[src/rtl/seg_frame_loader.sv]
// Serial loader for the 7-segment display shifter: encodes four BCD digits into a
// 32-bit frame, shifts it out MSB-first on sclk/sdata, then pulses slatch.
module seg_frame_loader #(
  parameter int CLK_DIV = 4
) (
  input  logic        clk,
  input  logic        rst_n,
  input  logic        frame_valid,
  input  logic [15:0] bcd,
  input  logic [3:0]  blank,
  output logic        sclk,
  output logic        sdata,
  output logic        slatch,
  output logic        busy,
  output logic        pending
);

  typedef enum logic [2:0] {IDLE, BIT_LO, BIT_HI, LAT_HI, LAT_GAP} state_t;

  localparam logic [7:0] DIV_LAST = 8'(CLK_DIV - 1);

  function automatic logic [6:0] seg_encode(input logic [3:0] d, input logic b);
    logic [6:0] s;
    case (d)
      4'd0: s = 7'h3F;
      4'd1: s = 7'h06;
      4'd2: s = 7'h5B;
      4'd3: s = 7'h4F;
      4'd4: s = 7'h66;
      4'd5: s = 7'h6D;
      4'd6: s = 7'h7D;
      4'd7: s = 7'h07;
      4'd8: s = 7'h7F;
      4'd9: s = 7'h6F;
      default: s = 7'h00;
    endcase
    return b ? 7'h00 : s;
  endfunction

  function automatic logic [31:0] frame_encode(input logic [15:0] d, input logic [3:0] b);
    return {1'b0, seg_encode(d[15:12], b[3]), 1'b0, seg_encode(d[11:8], b[2]),
            1'b0, seg_encode(d[7:4],   b[1]), 1'b0, seg_encode(d[3:0],  b[0])};
  endfunction

  state_t      state, state_nx;
  logic [7:0]  div, div_nx;
  logic [4:0]  bit_cnt, bit_nx;
  logic [31:0] shift, shift_nx;
  logic [31:0] pend_frame, pend_nx;
  logic        pending_nx;
  logic        div_end;
  logic [31:0] frame_in;

  // NOTE: every signal gets a default before the case so no path leaves it unassigned
  // and no latch is inferred.
  always_comb begin
    state_nx   = state;
    div_nx     = div;
    bit_nx     = bit_cnt;
    shift_nx   = shift;
    pend_nx    = pend_frame;
    pending_nx = pending;
    frame_in   = frame_encode(bcd, blank);
    div_end    = (div == DIV_LAST);

    if (state != IDLE) div_nx = div_end ? 8'd0 : div + 8'd1;

    case (state)
      IDLE: begin
        if (frame_valid) begin
          shift_nx = frame_in;
          bit_nx   = 5'd0;
          div_nx   = 8'd0;
          state_nx = BIT_LO;
        end
      end
      BIT_LO: if (div_end) state_nx = BIT_HI;
      BIT_HI: begin
        if (div_end) begin
          if (bit_cnt == 5'd31) begin
            state_nx = LAT_HI;
          end else begin
            shift_nx = {shift[30:0], 1'b0};
            bit_nx   = bit_cnt + 5'd1;
            state_nx = BIT_LO;
          end
        end
      end
      LAT_HI: if (div_end) state_nx = LAT_GAP;
      LAT_GAP: begin
        if (div_end) begin
          bit_nx     = 5'd0;
          pending_nx = 1'b0;
          // A strobe landing on the final gap cycle supersedes any buffered frame.
          if (frame_valid) begin
            shift_nx = frame_in;
            state_nx = BIT_LO;
          end else if (pending) begin
            shift_nx = pend_frame;
            state_nx = BIT_LO;
          end else begin
            state_nx = IDLE;
          end
        end
      end
      default: state_nx = IDLE;
    endcase

    if (frame_valid && state != IDLE && !(state == LAT_GAP && div_end)) begin
      pend_nx    = frame_in;
      pending_nx = 1'b1;
    end
  end

  // Outputs are decoded from next-state values so they are registered yet aligned
  // with the state they describe.
  // NOTE: sequential state uses non-blocking assignments so all flops update together.
  always_ff @(posedge clk or negedge rst_n) begin
    if (!rst_n) begin
      state      <= IDLE;
      div        <= 8'd0;
      bit_cnt    <= 5'd0;
      shift      <= 32'd0;
      pend_frame <= 32'd0;
      pending    <= 1'b0;
      sclk       <= 1'b0;
      sdata      <= 1'b0;
      slatch     <= 1'b0;
      busy       <= 1'b0;
    end else begin
      state      <= state_nx;
      div        <= div_nx;
      bit_cnt    <= bit_nx;
      shift      <= shift_nx;
      pend_frame <= pend_nx;
      pending    <= pending_nx;
      sclk       <= (state_nx == BIT_HI);
      sdata      <= (state_nx == BIT_LO || state_nx == BIT_HI) && shift_nx[31];
      slatch     <= (state_nx == LAT_HI);
      busy       <= (state_nx != IDLE);
    end
  end

endmodule

[config.mk]
export PLATFORM = sky130hd
export DESIGN_NAME = seg_frame_loader
export DESIGN_NICKNAME = d
export VERILOG_FILES = /design/src/rtl/seg_frame_loader.sv
export SDC_FILE = /design/constraint.sdc
export NUM_CORES = 1
export LEC_CHECK = 0
export CORE_UTILIZATION = 40
export DETAILED_ROUTE_END_ITERATION = 8
export GPL_TIMING_DRIVEN = 0
export PLACE_DENSITY = 0.56
export SLEW_MARGIN = 20
export SYNTH_ARGS = -nofsm -noshare
export SYNTH_HDL_FRONTEND = slang
export SYNTH_SLANG_ARGS = --single-unit
[constraint.sdc]
create_clock -name clk -period 3.1 [get_ports clk]
set_input_delay 0.465 -clock clk [delete_from_list [all_inputs] [get_ports clk]]
set_output_delay 0.465 -clock clk [all_outputs]
set_load 0.01 [all_outputs]
# Word-level counts from Yosys, hierarchy flattened
# Memory sizes are Yosys's and may differ from the RTL's.
# Cells that the tools add are included.
[classes]
add_sub_neg = 2
multipliers = 0
n_div = 0
n_lt_le_gt_ge = 0
n_eq_ne = 14
shifts = 0
muxes = 32
n_bitwise = 0
n_reduce_logical = 15
[op_table]
columns = ["operator", "count"]
rows = [
  ["$mux W32", 6],
  ["$pmux W32 S3", 1],
  ["$mux W8", 4],
  ["$mux W7", 4],
  ["$mux W5", 4],
  ["$mux W3", 5],
  ["$pmux W3 S5", 1],
  ["$pmux W5 S3", 1],
  ["$eq A3 B2 Y1 const B", 4],
  ["$reduce_bool A3 Y1", 3],
  ["$add A8 B1 Y8 const B", 1],
  ["$eq A8 B2 Y1 const B", 1],
  ["$ne A2 B2 Y1 const B", 4],
  ["$eq A3 B1 Y1 const B", 2],
  ["$reduce_and A6 Y1", 1],
  ["$add A5 B1 Y5 const B", 1],
  ["$eq A5 B5 Y1 const B", 1],
  ["$mux W1", 5],
  ["$reduce_and A5 Y1", 1],
  ["$logic_and A1 B1 Y1", 4],
  ["$reduce_bool A2 Y1", 2],
  ["$eq A3 B3 Y1 const B", 1],
  ["$logic_not A3 Y1", 1],
  ["$ne A3 B3 Y1 const B", 1],
  ["4 further kinds", 4],
]
[word_totals]
ff_bits = 81
latch_bits = 0
ram_bits = 0
mem_bits_ro = 448
input_bits = 23
out_inout_bits = 5
n_memories = 4
[mem_list]
columns = ["memory", "words", "word_bits", "rd", "rd_ports_with_merged_regs", "wr", "line", "text"]
rows = [
  ["(name not given)", 16, 7, 1, 0, 0, "24", "case (d)"],
  ["(name not given)", 16, 7, 1, 0, 0, "24", ""],
  ["(name not given)", 16, 7, 1, 0, 0, "24", ""],
  ["(name not given)", 16, 7, 1, 0, 0, "24", ""],
]

# Longest topological paths before layout
# Gate-level depths: netlist of the first run.
[logic_depth]
word_depth = 7
depth_mapped = 9
ltp_nobuf = 8

# Worst setup path after synthesis of the first run
# Ideal clock, no wire load.
[synth_timing]
path_kind = "reg2reg"
start = "reg bit_cnt[0]"
end = "reg bit_cnt[3]"
setup_ps = 122
arrival_ps = 2141
setup_slack_ps = 837
path_stages_with_launch = 10
path_buffers = 1
period_less_slack_ps = 2263
path_cell_list = "dfrtp_1 -> ha_1 -> and3_1 -> ha_1 -> or3b_1 -> a21oi_1 -> nor2b_1 -> clkbuf_1 -> nand2_1 -> a32o_1"
[synth_via]
elab_chain_len = 4
word_cells_on_any_way = 7
cone_classes = "add/sub: 1; eq/ne: 2; mux: 3; reduce/logical: 1"
[synth_lines]
columns = ["item", "line", "text"]
rows = [
  ["start, declared", "47", "logic [4:0] bit_cnt, bit_nx;"],
  ["start signal, assigned", "133", "bit_cnt <= bit_nx;"],
  ["$add A5 B1 Y5", "84", "bit_nx = bit_cnt + 5'd1;"],
  ["$mux W5", "80", "if (bit_cnt == 5'd31) begin"],
  ["$mux W5", "79", "if (div_end) begin"],
  ["$pmux W5 S3", "68", "case (state)"],
]
# Parallel ways exist; a longest one is shown, timed or not. The select of a mux whose other input is x is not followed.
# A chain may end at the register's enable or synchronous reset.

# Final worst setup path of the first run
[layout_timing]
start = "reg div[0]"
end = "reg pend_frame[28]"
[layout_via]
elab_chain_len = 4
[layout_lines]
columns = ["item", "line", "text"]
rows = [
  ["start, declared", "46", "logic [7:0] div, div_nx;"],
  ["start signal, assigned", "132", "div <= div_nx;"],
  ["$eq A8 B2 Y1", "64", "div_end = (div == DIV_LAST);"],
  ["$logic_and A1 B1 Y1", "109", "if (frame_valid && state != IDLE && !(state == LAT_GAP && div_end)) begin"],
  ["$logic_not A1 Y1", "109", ""],
  ["$logic_and A1 B1 Y1", "109", ""],
  ["end signal, assigned", "135", "pend_frame <= pend_nx;"],
  ["end, declared", "49", "logic [31:0] pend_frame, pend_nx;"],
]
# Every way passes these cells.

==> results_dict.tcl, run 1 <==
set metrics [dict create \
    cp.arrival_ns 2.94 \
    hpwl_mm 7.99 \
    postCtsHoldBufs 0 \
    tightest_slew_ns 0.731 \
    fin_crit_sh 0.875 \
    path_class "reg -> reg" \
    start_kind "flip-flop" \
    finalCriticalPeriod_ns 2.71 \
    track_usage 0.199 \
    clock_latency_ns 0.35 \
    drt_iter0_drc 232 \
    yosys_warnings 0 \
    wl_met3_um 557 \
    synth_cell_types 58 \
    viasPerCell 5.50 \
    cpPeakStageDelay_ns 0.54 \
    hold_path_class "in -> async" \
    synth_edf_count 0 \
    grt_overflow 0 \
    h-tree-depth 3 \
    syn_area_per_cell_um2 8.99 \
    final_cell_count_no_fill 706 \
    tritoncts "built" \
    antenna_found_initial 0 \
    vias 3886 \
    cp.required_ns 3.33 \
    fin_nets 604 \
    tns_ns 0 \
    worst-path-buf-inv 1 \
    dieArea_mm2 0.0123 \
    dp_cells 690 \
    wl_per_cell_um 16.3 \
    ant_nets 0 \
    wl_mm 11.5 \
    powerDensity_mw_per_mm2 461 \
    reg2reg_depth 6 \
    cpMaxStageDelayCell "nor3b_1" \
    path_cells "ha_1 -> nor3b_1 -> a21boi_1 -> o31ai_4 -> buf_2 -> mux2_2" \
    rows 39 \
    clkTransAtPathRegs_ns 0.06 \
    synth_seq_cells 81 \
    die_w_um 111 \
    setup_viol 0 \
    endpoint_kind "flip-flop" \
    cts_setup_buffers 0 \
    worstPathMaxFanout 10 \
    wl_met2_mm 5.23 \
    firstDrtPassIters 4 \
    drv_slew 0 \
    hold_viol_final 0 \
    cts-root-buf "clkbuf_16" \
    grt_first_pass_wirelength_mm 19.3 \
    cts_sinks 81 \
    synth_area_mm2 0.00474 \
    async_flop_share 1.00 \
    insertedDiodeCount 0 \
    synth_cells 528 \
    synth_nets 574 \
    fin_skew_ns 0.00585 \
    hold_ws_ns 0.0495 \
    synth_seq_area_share 0.427 \
    gp_congestion 0.783 \
    grt_max_degree 54 \
    clockBufferDepth 2 \
    r2r_start "div[0]" \
    slew_headroom 0.513 \
    fillers 1109 \
    drc 0 \
    status "completed" \
    pin_count 28 \
    m1WireLength_mm 5.54 \
    start_util 0.414 \
    rsz0062_at_grt "false" \
    maxCapViolCount 0 \
    fmax_mhz 369 \
    final_cell_mix "dfrtp_1 (81), nor2_1 (60), nand2_1 (59)" \
    p_leak_nw 2.38 \
    ir_drop_mv 0.232 \
    crit_family "compound AO/OA/AOI/OAI gates" \
    area_growth_pct 14.7 \
    layout-drive-gt1-share 0.0906 \
    ff2ff_setup_slack_ns 0.39 \
    grt_pass1_vias 3823 \
    routed.top_layer "met4" \
    ys.flop_type "dfrtp_1" \
    core_mm2 0.0115 \
    numCtsBuffers 9 \
    post_cts_resized 0 \
    io_buffers 18 \
    die_h_um 111 \
    final_common_cell "dfrtp_1" \
    reg2reg_to "pend_frame[28]" \
]
## power breakdown
part           switching, mW  internal (mW)
Sequential            0.0193           1.09
Combinational          0.157          0.101
Clock                  0.433          0.704
## cell type report
type	count	area, um2	share of cell area
plain buffers	33	140	0.0258
multi-input cells	388	2480	0.456
clock inverters	5	80.1	0.0147
clock buffers	11	233	0.0428
well taps	143	179	0.0329
repair buffers	19	205	0.0377
flip-flops and latches	81	2030	0.372
inverters	26	97.6	0.0179
## worst max path at each step
stage          startpoint             end  slack [ns]  cells past startpoint
2_1_floorplan  bit_cnt[0]      bit_cnt[3]        0.84                      9
3_3_place_gp        rst_n  pend_frame[11]       -1.42                      1
3_5_place_dp       div[0]  pend_frame[28]        0.45                      6
4_1_cts            div[0]  pend_frame[28]        0.42                      6
5_1_grt            div[0]  pend_frame[28]        0.18                      6
6_report           div[0]  pend_frame[28]        0.39                      6
## cell families (layout without fill, tap and decap cells)
logic type,Yosys count,in the layout,share of synthesized area
adder cells (fa/ha/maj),23,23,0.0607
multiplexers,8,8,0.0187
buffers and inverters,59,94,0.0501
AND/OR/NAND/NOR,177,177,0.181
XOR/XNOR,6,6,0.0111
flip-flops,81,81,0.427
AO/OA/AOI/OAI,174,174,0.252
## sequential cells by signal, indices dropped and copies added (netlist names)
register    count
slatch          1
pending         1
sclk            1
sdata           1
bit_cnt         5
shift          32
busy            1
div             8
pend_frame     28
state           3
## Yosys cell counts, types with 2 or more instances
cell,number,share of area
a21o_1,5,0.0079
a21oi_1,26,0.027
a221oi_1,15,0.028
a22o_1,13,0.024
a22oi_1,14,0.022
a31oi_1,5,0.0066
a32o_1,5,0.011
and3_1,3,0.0040
buf_2,13,0.014
clkbuf_1,19,0.015
dfrtp_1,81,0.43
ha_1,23,0.061
inv_1,25,0.020
mux2_2,7,0.017
nand2_1,59,0.047
nand2b_1,21,0.028
nand3_1,8,0.0084
nor2_1,60,0.047
nor2_4,2,0.0047
nor2b_1,8,0.011
o21a_1,2,0.0032
o21ai_0,54,0.057
o22ai_1,14,0.018
o31a_1,3,0.0055
o31ai_1,5,0.0079
or2_2,2,0.0026
xnor2_1,5,0.0092
## layer usage
metal	up-vias	GRT usage
met5	-	0
met4	0	0.0764
met3	8	0.0317
met2	65	0.308
met1	1876	0.280
li1	1937	-
## through the flow
step	total power [mW]	setup WS (ns)	instance area, um2	utilization
6_report	2.51	0.387	5440	0.475
5_1_grt	2.62	0.177	5440	0.475
4_1_cts	2.53	0.425	5440	0.475
3_5_place_dp	1.39	0.446	5130	0.447
3_3_place_gp	1.38	-1.42	5100	0.445
2_1_floorplan	1.28	0.837	4740	-
Power figures use the tool's default switching activity.
==> inputs of run 2 (changes only) <==
--- a/config.mk
+++ b/config.mk
@@ -6,6 +6,7 @@
 export NUM_CORES = 1
 export LEC_CHECK = 0
 export CORE_UTILIZATION = 40
+export CTS_CLUSTER_SIZE = 16
 export DETAILED_ROUTE_END_ITERATION = 8
 export GPL_TIMING_DRIVEN = 0
 export PLACE_DENSITY = 0.56
==> results of run 2 <==
Final layout, timing and power as in run 1 (identical DEF).
